**src/rtl/axi_cmd_scheduler.sv**
```systemverilog
// Dual-queue AXI command scheduler: independent read and write sequencers fed from FIFO
// queues, with a read-after-write address hazard check and a shared completion strobe.
module axi_cmd_scheduler #(
  parameter int unsigned DEPTH   = 4,
  parameter int unsigned TIMEOUT = 255
) (
  input  logic         clk,
  input  logic         rst,
  input  logic         cmd_valid,
  output logic         cmd_ready,
  input  logic         cmd_rw,
  input  logic [7:0]   cmd_addr,
  input  logic [3:0]   cmd_len,
  input  logic [3:0]   cmd_id,
  input  logic [127:0] cmd_wdata,
  output logic         rd_en,
  output logic [15:0]  tb_R,
  output logic         wr_en,
  output logic [15:0]  tb_W,
  output logic [127:0] INDATA,
  input  logic         RVALID,
  input  logic         RREADY,
  input  logic         RLAST,
  input  logic         BVALID,
  input  logic         BREADY,
  input  logic [4:0]   BRESP,
  output logic         done_valid,
  output logic         done_rw,
  output logic [3:0]   done_id,
  output logic         done_err,
  output logic         busy
);

  localparam int unsigned AW = (DEPTH > 2) ? $clog2(DEPTH) : 1;
  localparam logic [AW:0] FullCnt = (AW+1)'(DEPTH);
  localparam logic [7:0]  ToLimit = 8'(TIMEOUT);

  typedef enum logic [1:0] {R_IDLE, R_ISSUE, R_WAIT, R_DONE} r_state_t;
  typedef enum logic [1:0] {W_IDLE, W_ISSUE, W_WAIT, W_DONE} w_state_t;

  r_state_t r_rstate, w_rstate_nxt;
  w_state_t r_wstate, w_wstate_nxt;

  // Queue storage: entry = {addr, len, id}; write data kept alongside.
  logic [15:0]   r_rq_mem [DEPTH];
  logic [15:0]   r_wq_mem [DEPTH];
  logic [127:0]  r_wq_dat [DEPTH];
  logic [AW-1:0] r_rq_wptr, r_rq_rptr, r_wq_wptr, r_wq_rptr;
  logic [AW:0]   r_rq_cnt, r_wq_cnt;

  logic w_rq_full, w_rq_empty, w_wq_full, w_wq_empty;
  logic w_rq_push, w_rq_pop, w_wq_push, w_wq_pop;
  logic [15:0] w_rq_head;
  logic w_hazard;

  logic [15:0]  r_tb_r, r_tb_w;
  logic [127:0] r_indata;
  logic [7:0]   r_rcnt, r_wcnt;
  logic [7:0]   w_rcnt_sat, w_wcnt_sat;
  logic         w_rto, w_wto;
  logic         r_rerr, r_werr;
  logic         w_rhs, w_whs;

  assign w_rq_full  = (r_rq_cnt == FullCnt);
  assign w_wq_full  = (r_wq_cnt == FullCnt);
  assign w_rq_empty = (r_rq_cnt == '0);
  assign w_wq_empty = (r_wq_cnt == '0);
  assign w_rq_head  = r_rq_mem[r_rq_rptr];

  assign cmd_ready = rst & (cmd_rw ? ~w_wq_full : ~w_rq_full);
  assign w_rq_push = cmd_valid & cmd_ready & ~cmd_rw;
  assign w_wq_push = cmd_valid & cmd_ready & cmd_rw;

  assign w_hazard = ((r_wstate == W_ISSUE) || (r_wstate == W_WAIT)) &&
                    (r_tb_w[15:8] == w_rq_head[15:8]);

  assign w_rcnt_sat = (r_rcnt == 8'hFF) ? 8'hFF : r_rcnt + 8'd1;
  assign w_wcnt_sat = (r_wcnt == 8'hFF) ? 8'hFF : r_wcnt + 8'd1;
  assign w_rto = (w_rcnt_sat >= ToLimit);
  assign w_wto = (w_wcnt_sat >= ToLimit);
  assign w_rhs = RVALID & RREADY & RLAST;
  assign w_whs = BVALID & BREADY;

  assign tb_R   = r_tb_r;
  assign tb_W   = r_tb_w;
  assign INDATA = r_indata;
  assign busy   = ~w_rq_empty | ~w_wq_empty | (r_rstate != R_IDLE) | (r_wstate != W_IDLE);

  always_ff @(posedge clk) begin
    if (w_rq_push) r_rq_mem[r_rq_wptr] <= {cmd_addr, cmd_len, cmd_id};
    if (w_wq_push) begin
      r_wq_mem[r_wq_wptr] <= {cmd_addr, cmd_len, cmd_id};
      r_wq_dat[r_wq_wptr] <= cmd_wdata;
    end
  end

  always_ff @(posedge clk or negedge rst) begin
    if (!rst) begin
      r_rq_wptr <= '0;
      r_rq_rptr <= '0;
      r_rq_cnt  <= '0;
      r_wq_wptr <= '0;
      r_wq_rptr <= '0;
      r_wq_cnt  <= '0;
    end else begin
      if (w_rq_push) r_rq_wptr <= r_rq_wptr + AW'(1);
      if (w_rq_pop)  r_rq_rptr <= r_rq_rptr + AW'(1);
      if (w_wq_push) r_wq_wptr <= r_wq_wptr + AW'(1);
      if (w_wq_pop)  r_wq_rptr <= r_wq_rptr + AW'(1);
      r_rq_cnt <= r_rq_cnt + (AW+1)'(w_rq_push) - (AW+1)'(w_rq_pop);
      r_wq_cnt <= r_wq_cnt + (AW+1)'(w_wq_push) - (AW+1)'(w_wq_pop);
    end
  end

  always_comb begin
    w_rstate_nxt = r_rstate;
    w_rq_pop     = 1'b0;
    rd_en        = 1'b0;
    case (r_rstate)
      R_IDLE: begin
        if (!w_rq_empty && !w_hazard) begin
          w_rq_pop     = 1'b1;
          w_rstate_nxt = R_ISSUE;
        end
      end
      R_ISSUE: begin
        rd_en        = 1'b1;
        w_rstate_nxt = R_WAIT;
      end
      R_WAIT:  if (w_rhs || w_rto) w_rstate_nxt = R_DONE;
      R_DONE:  w_rstate_nxt = R_IDLE;
      default: w_rstate_nxt = R_IDLE;
    endcase
  end

  always_comb begin
    w_wstate_nxt = r_wstate;
    w_wq_pop     = 1'b0;
    wr_en        = 1'b0;
    case (r_wstate)
      W_IDLE: begin
        if (!w_wq_empty) begin
          w_wq_pop     = 1'b1;
          w_wstate_nxt = W_ISSUE;
        end
      end
      W_ISSUE: begin
        wr_en        = 1'b1;
        w_wstate_nxt = W_WAIT;
      end
      W_WAIT:  if (w_whs || w_wto) w_wstate_nxt = W_DONE;
      // A coinciding read completion takes the strobe; hold until it is gone.
      W_DONE:  if (r_rstate != R_DONE) w_wstate_nxt = W_IDLE;
      default: w_wstate_nxt = W_IDLE;
    endcase
  end

  always_ff @(posedge clk or negedge rst) begin
    if (!rst) begin
      r_rstate <= R_IDLE;
      r_tb_r   <= '0;
      r_rcnt   <= '0;
      r_rerr   <= 1'b0;
    end else begin
      r_rstate <= w_rstate_nxt;
      if (w_rq_pop) r_tb_r <= w_rq_head;
      if (r_rstate == R_ISSUE) r_rcnt <= '0;
      else if (r_rstate == R_WAIT) begin
        r_rcnt <= w_rcnt_sat;
        if (w_rhs)      r_rerr <= 1'b0;
        else if (w_rto) r_rerr <= 1'b1;
      end
    end
  end

  always_ff @(posedge clk or negedge rst) begin
    if (!rst) begin
      r_wstate <= W_IDLE;
      r_tb_w   <= '0;
      r_indata <= '0;
      r_wcnt   <= '0;
      r_werr   <= 1'b0;
    end else begin
      r_wstate <= w_wstate_nxt;
      if (w_wq_pop) begin
        r_tb_w   <= r_wq_mem[r_wq_rptr];
        r_indata <= r_wq_dat[r_wq_rptr];
      end
      if (r_wstate == W_ISSUE) r_wcnt <= '0;
      else if (r_wstate == W_WAIT) begin
        r_wcnt <= w_wcnt_sat;
        if (w_whs)      r_werr <= (BRESP != 5'd0);
        else if (w_wto) r_werr <= 1'b1;
      end
    end
  end

  always_comb begin
    done_valid = 1'b0;
    done_rw    = 1'b0;
    done_id    = 4'd0;
    done_err   = 1'b0;
    if (r_rstate == R_DONE) begin
      done_valid = 1'b1;
      done_id    = r_tb_r[3:0];
      done_err   = r_rerr;
    end else if (r_wstate == W_DONE) begin
      done_valid = 1'b1;
      done_rw    = 1'b1;
      done_id    = r_tb_w[3:0];
      done_err   = r_werr;
    end
  end

endmodule

```
**config.mk**
```make
export PLATFORM = sky130hd
export DESIGN_NAME = axi_cmd_scheduler
export DESIGN_NICKNAME = d
export VERILOG_FILES = /design/src/rtl/axi_cmd_scheduler.sv
export SDC_FILE = /design/constraint.sdc
export NUM_CORES = 1
export LEC_CHECK = 0
export BUFFER_PORTS_ARGS = -buffer_cell sky130_fd_sc_hd__buf_2
export CAP_MARGIN = 20
export CORE_MARGIN = 5
export CORE_UTILIZATION = 53
export DETAILED_ROUTE_END_ITERATION = 8
export GPL_ROUTABILITY_DRIVEN = 0
export PLACE_DENSITY = 0.88
export SYNTH_ARGS = -nofsm -noshare
export SYNTH_HDL_FRONTEND = slang
export SYNTH_SLANG_ARGS = --single-unit
```
**constraint.sdc**
```tcl
create_clock -name clk -period 4.95 [get_ports clk]
set_input_delay 0.7425 -clock clk [delete_from_list [all_inputs] [get_ports clk]]
set_output_delay 0.7425 -clock clk [all_outputs]
set_load 0.01 [all_outputs]
```
# Word-level counts from Yosys, hierarchy flattened
# Memory sizes are Yosys's and may differ from the RTL's. A register that Yosys moved wholly into a read port is not among the register bits.
# Cells that the tools add are included.
# totals
regBits	52
latch_bits	0
mem_bits_rw	640
romBits	0
in_bits	158
output_inout_bits	171
elab_cells	121
n_memories	3
# mem_list
memory	words	width	rd	rd_clocked_by_memory_dff	write_ports	line_no	source
r_wq_dat	4	128	1	1	1	47	logic [127:0] r_wq_dat [DEPTH];
r_rq_mem	4	16	1	0	1	45	logic [15:0] r_rq_mem [DEPTH];
r_wq_mem	4	16	1	1	1	46	logic [15:0] r_wq_mem [DEPTH];
# classes
n_addsub	10
multipliers	0
n_div	0
magnitude_cmp	2
n_eq_ne	17
n_shift	0
n_mux	35
bitwise_logic	17
n_reduce_logical	24
# ops
op	n
8-bit 2-to-1 mux	6
1-bit 2-to-1 mux	20
8-bit by 1-bit adder with 8-bit output, second input constant	2
8-bit equality test, second input constant	2
8-bit greater-or-equal comparator, second input constant	2
2-bit one-hot mux with 4 select lines	2
2-bit inequality test, second input constant	6
2-bit nonzero test	6
2-bit 2-to-1 mux	5
3-bit AND reduction	3
2-bit by 1-bit adder with 2-bit output, second input constant	4
2-bit equality test, second input constant	4
8-bit equality test	1
4-bit 2-to-1 mux	2
1-bit bitwise AND	7
1-bit NOT	7
3-bit by 1-bit adder with 3-bit output	2
3-bit equality test, second input constant	2
3-bit zero test	2
3-bit by 1-bit subtractor with 3-bit output	2
5-bit nonzero test	1
2-bit by 1-bit equality test with 1-bit output, second input constant	2
1-bit zero test	4
2-bit zero test	2
other kinds (4)	9

# Longest topological paths before layout
# depth
word_depth	8
mapped_depth	17

# Worst setup path before layout
# OpenSTA, ideal clock, no wires.
# synth_timing
kind	in2reg
start	input port cmd_rw
end	memory r_wq_dat[2][0] (enable)
setup_time_ns	0.521
t_arrival_ns	4.534
required_ns	4.429
path_slack_ns	-0.105
stages	4
n_path_buf	0
cell_sequence	nand2_1 > o31ai_1 > nor2_1 > and2_1
# synth_via
elab_chain_cells	6
# synth_lines
item	line_no	source
start, declared	11	input logic cmd_rw,
1-bit 2-to-1 mux	70	assign cmd_ready = rst & (cmd_rw ? ~w_wq_full : ~w_rq_full);
1-bit bitwise AND	70	
1-bit bitwise AND	72	assign w_wq_push = cmd_valid & cmd_ready & cmd_rw;
1-bit bitwise AND *	72	
1-bit 2-to-1 mux *	91	if (w_wq_push) begin
1-bit 2-to-1 mux (implied by the code) *	93	r_wq_dat[r_wq_wptr] <= cmd_wdata;
end, declared	47	
# Every way passes the cells marked *; elsewhere a longest branch is shown, timed or not.

# Final worst setup path
# layout_timing
start	register r_rq_rptr[0]
end	register r_rq_cnt[2]
# layout_via
elab_chain_cells	8
# layout_lines
item	line_no	source
start, declared	48	logic [AW-1:0] r_rq_wptr, r_rq_rptr, r_wq_wptr, r_wq_rptr;
start signal, assigned	107	if (w_rq_pop) r_rq_rptr <= r_rq_rptr + AW'(1);
memory 4 x 16 bit	-	
8-bit equality test	75	(r_tb_w[15:8] == w_rq_head[15:8]);
1-bit logical AND	74	assign w_hazard = ((r_wstate == W_ISSUE) || (r_wstate == W_WAIT)) &&
1-bit zero test	121	if (!w_rq_empty && !w_hazard) begin
1-bit logical AND	121	
1-bit 2-to-1 mux	121	
1-bit 2-to-1 mux	119	case (r_rstate)
3-bit by 1-bit subtractor with 3-bit output	110	r_rq_cnt <= r_rq_cnt + (AW+1)'(w_rq_push) - (AW+1)'(w_rq_pop);
end signal, assigned	110	
end, declared	49	logic [AW:0] r_rq_cnt, r_wq_cnt;
# No other way between the ends.
# A chain may end at the register's enable or synchronous reset.

==> results.env <==
DIE_WIDTH_UM=254
MINIMUM_CLOCK_PERIOD_AFTER_LAYOUT_NS=3.95
MULTIINPUTGATEAREA_MM2=0.00697
SYN_NETS=1943
CLOCK_SINKS=836
WL_PER_CELL_UM=23.5
CRITICAL_PATH.STARTPOINT_TYPE='flip-flop'
FINAL.SETUP.TNS_NS=0
HTREE_LEVELS=3
DRT_ITER0_MARKERS=1351
GRT_FIRST_PASS_WIRELENGTH_UM=108000
CRIT_TOP_CELL='sky130_fd_sc_hd__xnor2_1'
COUNT_OF_FLIP_FLOPS_WITH_A_BUILT_IN_ENABLE_AFTER_SYNTHESIS=640
CLOCK_INSERTION_DELAY_WORST_SKEW_NS=0.63
CRITICAL_PATH_ENDPOINT_CATEGORY='flip-flop'
DOMINANTREGCELLSYNTH='sky130_fd_sc_hd__edfxtp_1'
DETAIL_ROUTE.VIAS_PER_CELL=5.71
SYNTH_CELLS=1761
CRITICAL-PATH-SLOWEST-CELL='sky130_fd_sc_hd__dfrtp_1'
CTS.ROOT.BUFFER_CELL='sky130_fd_sc_hd__clkbuf_16'
SYNTH_AREA_PER_CELL_UM2=17.9
MAX_CLOCK_BUF_DEPTH=3
SEQUENTIAL_CELL_AREA_FRACTION_IN_THE_YOSYS_REPORT=0.766
IO_BUFFER_COUNT=328
SYNTHTOPCELLSBYCOUNT='640 x sky130_fd_sc_hd__edfxtp_1, 452 x sky130_fd_sc_hd__nand2_1, 196 x sky130_fd_sc_hd__dfrtp_1, 154 x sky130_fd_sc_hd__mux4_2, 52 x sky130_fd_sc_hd__clkbuf_1'
CRITICAL_PATH_REQUIRED_NS=5.49
FINALSETUPVIOLATIONS=0
ASYNC_SET_RESET_FLOP_SHARE_OUT_OF_SYNTHESIS=0.234
REMAINING_DRC_ERRORS=0
FINAL_COUNT_OF_HOLD_TIMING_VIOLATIONS=0
YOSYS.CELL_COUNT.TOP_TYPE='sky130_fd_sc_hd__edfxtp_1'
FINAL_MAX_SLEW_VIOL_COUNT=0
SUMMED_INSTANCE_AREA_OF_THE_SYNTHESIZED_NETLIST_MM2=0.0315
MAX-VDD-IR-DROP_mV=0.482
TRACK_USAGE=0.219
CRIT_PATH_CELL_TRACE='buf_4 > mux4_1 > xnor2_1 > nand3_1 > o31ai_4 > inv_4 > ha_1 > inv_1 > ha_1 > inv_1 > fa_1 > xnor2_1 > xnor2_1'
CHIPHEIGHT_UM=254
SYNTH.AREA.TOP_CELLS='sky130_fd_sc_hd__edfxtp_1 61%, sky130_fd_sc_hd__dfrtp_1 16%, sky130_fd_sc_hd__mux4_2 11%, sky130_fd_sc_hd__nand2_1 5.4%, sky130_fd_sc_hd__ha_1 0.87%'
YOSYS.AREA.TOP_TYPE='sky130_fd_sc_hd__edfxtp_1'
LAYOUT_AREA_OVERHEAD_PCT=17.0
GLOBAL_ROUTE.OVERFLOW_TOTAL=0
GRT_ANTENNA_BEFORE_REPAIR=18
FINAL.SETUP_SKEW_NS=0.0168
CTS-RESIZED-GATES=0
LEAKAGEPOWER_nW=14.1
STATUS='finished clean'
CRIT_FANOUT=17
TIMING.HOLD.WS_NS=0.329
GRT_SETUP_UNREPAIRED='false'
TIMING.SETUP.CRITICAL_PATH_CLASS='reg2reg'
LAYOUTNONFILLERINSTCOUNT=2971
FINALWIRELENGTH_UM=69900
CORE_MM2=0.0589
FIN_CRIT_SH=0.797
DIE_AREA_MM2=0.0644
FILLER_CELL_COUNT=3901
NUM_VIAS=17000
MAX_SLEW_MARGIN_VS_LIMIT=0.302
DRV.MAX_CAP_VIOLATION_COUNT=0
DESIGN.FINAL.NETS=2298
CRITPATHBUFINV=4
CP_TOP_FAMILY='adder cells'
CTS_BUFFERS=84
VIAS_IN_THE_FIRST_GLOBAL_ROUTE=18000
POSTROUTEANTENNANETS=0
WORST_SETUP_HOLD_PATH_CLK_SLEW_NS=0.06
INITIAL_CORE_UTIL=0.535
FMAX_MHz=253
YOSYS.AREA.TOP_TYPE_SHARE=0.610
NUMPLACEDINSTANCES=2802
WORST-ENDPOINT-ARRIVAL_NS=4.49
POST_ROUTE_CELLS_DRIVE_ABOVE_1_SHARE=0.307
GRT_START_MAX_NET_PINS=141
BOUNDARYPINS=329
SEQCELLAREA_MM2=0.0241
YOSYS_REGISTER_BITS=836
PLACEMENT_ROWS=89
MIN-DELAY-PATH-CLASS='in2reg'
POWER.TOTAL_mW=22.0
WORST_PIN_SLEW_NS=1.05
WORST_PATH_LARGEST_CELL_DELAY_NS=0.73
SYNTHESIS.YOSYS.WARNINGS=0
P_PER_AREA_mW_PER_MM2=596
CLOCK_TREE_FROM_TRITONCTS='yes'
PRE_ANTENNA_DRT_ITERS=5
DP_HPWL_UM=41300
SYNTHDISTINCTLIBCELLS=57
[per-stage QoR]
| stage | setup slack [ns] | instance area (um^2) | util |
|---|---|---|---|
| global placement | 1.08 | 34100 | 0.579 |
| CTS | 0.973 | 36800 | 0.626 |
| detailed placement | 1.01 | 34100 | 0.579 |
| floorplan | 1.49 | 31500 | - |
| finish | 1.00 | 36900 | 0.626 |
| global route | 0.739 | 36900 | 0.626 |
[final timing paths]
check | from | end | slack, ns | cells after the start
min reg2reg | INDATA[27] | INDATA[27] | 0.47 | 2
min in group asynchronous | rst | tb_R[10] | 0.61 | 2
min | cmd_wdata[108] | r_wq_dat[0][108] | 0.33 | 1
max | r_rq_rptr[0] | r_rq_cnt[2] | 1.00 | 13
max reg2reg | r_rq_rptr[0] | r_rq_cnt[2] | 1.00 | 13
max in group asynchronous | rst | tb_W[14] | 2.38 | 4
[routing by layer]
metal,vias up,GRT usage,part of all wire
met5,-,0,0.0016
met4,18,0.0689,0.026
met3,142,0.0538,0.084
met2,787,0.365,0.52
met1,8672,0.291,0.37
li1,7336,-,-
[flip-flops by register name, indices dropped and copies added (netlist names)]
name / cells
r_wq_dat: 512
r_rcnt: 8
r_wq_wptr: 2
r_rerr: 1
r_rq_wptr: 2
r_werr: 1
tb_R: 16
r_wq_rptr: 2
r_rq_cnt: 3
INDATA: 128
r_wstate: 2
r_rq_rptr: 2
r_rstate: 2
r_rq_mem: 64
r_wcnt: 8
tb_W: 16
r_wq_cnt: 3
r_wq_mem: 64
[what timing repair did]
action | CTS | global route
buffers inserted | 0 | 0
hold endpoints to repair | 5 | 0
hold buffers | 1 | 0
[worst reg2reg max path: stages, from the launching register on]
cell	delay (ns)
sky130_fd_sc_hd__dfrtp_1	0.73
sky130_fd_sc_hd__buf_4	0.37
sky130_fd_sc_hd__mux4_1	0.65
sky130_fd_sc_hd__xnor2_1	0.17
sky130_fd_sc_hd__nand3_1	0.17
sky130_fd_sc_hd__o31ai_4	0.33
sky130_fd_sc_hd__inv_4	0.17
sky130_fd_sc_hd__ha_1	0.33
sky130_fd_sc_hd__inv_1	0.06
sky130_fd_sc_hd__ha_1	0.13
sky130_fd_sc_hd__inv_1	0.05
sky130_fd_sc_hd__fa_1	0.38
sky130_fd_sc_hd__xnor2_1	0.18
sky130_fd_sc_hd__xnor2_1	0.14
[where the power goes]
part | switching [mW] | leakage, nW | internal [mW] | total, mW
logic | 3.52 | 4.60 | 2.69 | 6.22
registers | 0.823 | 8.19 | 8.67 | 9.50
clock network | 2.65 | 1.35 | 3.62 | 6.26
total | 6.99 | 14.1 | 15.0 | 22.0
[cell type report]
type | count | share of cell area
Sequential cell | 836 | 0.654
Multi-Input combinational cell | 819 | 0.189
Clock buffer | 118 | 0.0638
Timing Repair Buffer | 350 | 0.0521
Tap cell | 773 | 0.0262
Clock inverter | 40 | 0.0111
Inverter | 25 | 0.00268
Antenna cell | 10 | 0.000679
[kinds of logic after synthesis]
family          share of synthesized area
simple gates                       0.0648
flops                               0.766
mux                                 0.125
buf+inv                            0.0138
fa+ha+maj                          0.0103
compound gates                     0.0147
xor+xnor                          0.00556
[cell usage in the layout (no fill, tap or decap), drive strengths merged, types with 3 or more instances in the layout]
cell type and count:
buf 349, mux2 22, nand2b 4, a31o 8, a22o 4, mux4 155, nand4 3, dfrtp 196
and2 11, a21oi 25, and3 5, nand3 7, nor3 5, bufinv 5, o21ai 6, diode 10
xor2 5, ha 22, edfxtp 640, nor2 16, clkinvlp 3, mux2i 18, clkbuf 118, clkinv 25
nand2 452, xnor2 15, inv 32
No activity file was read; power rests on OpenSTA's default activity.
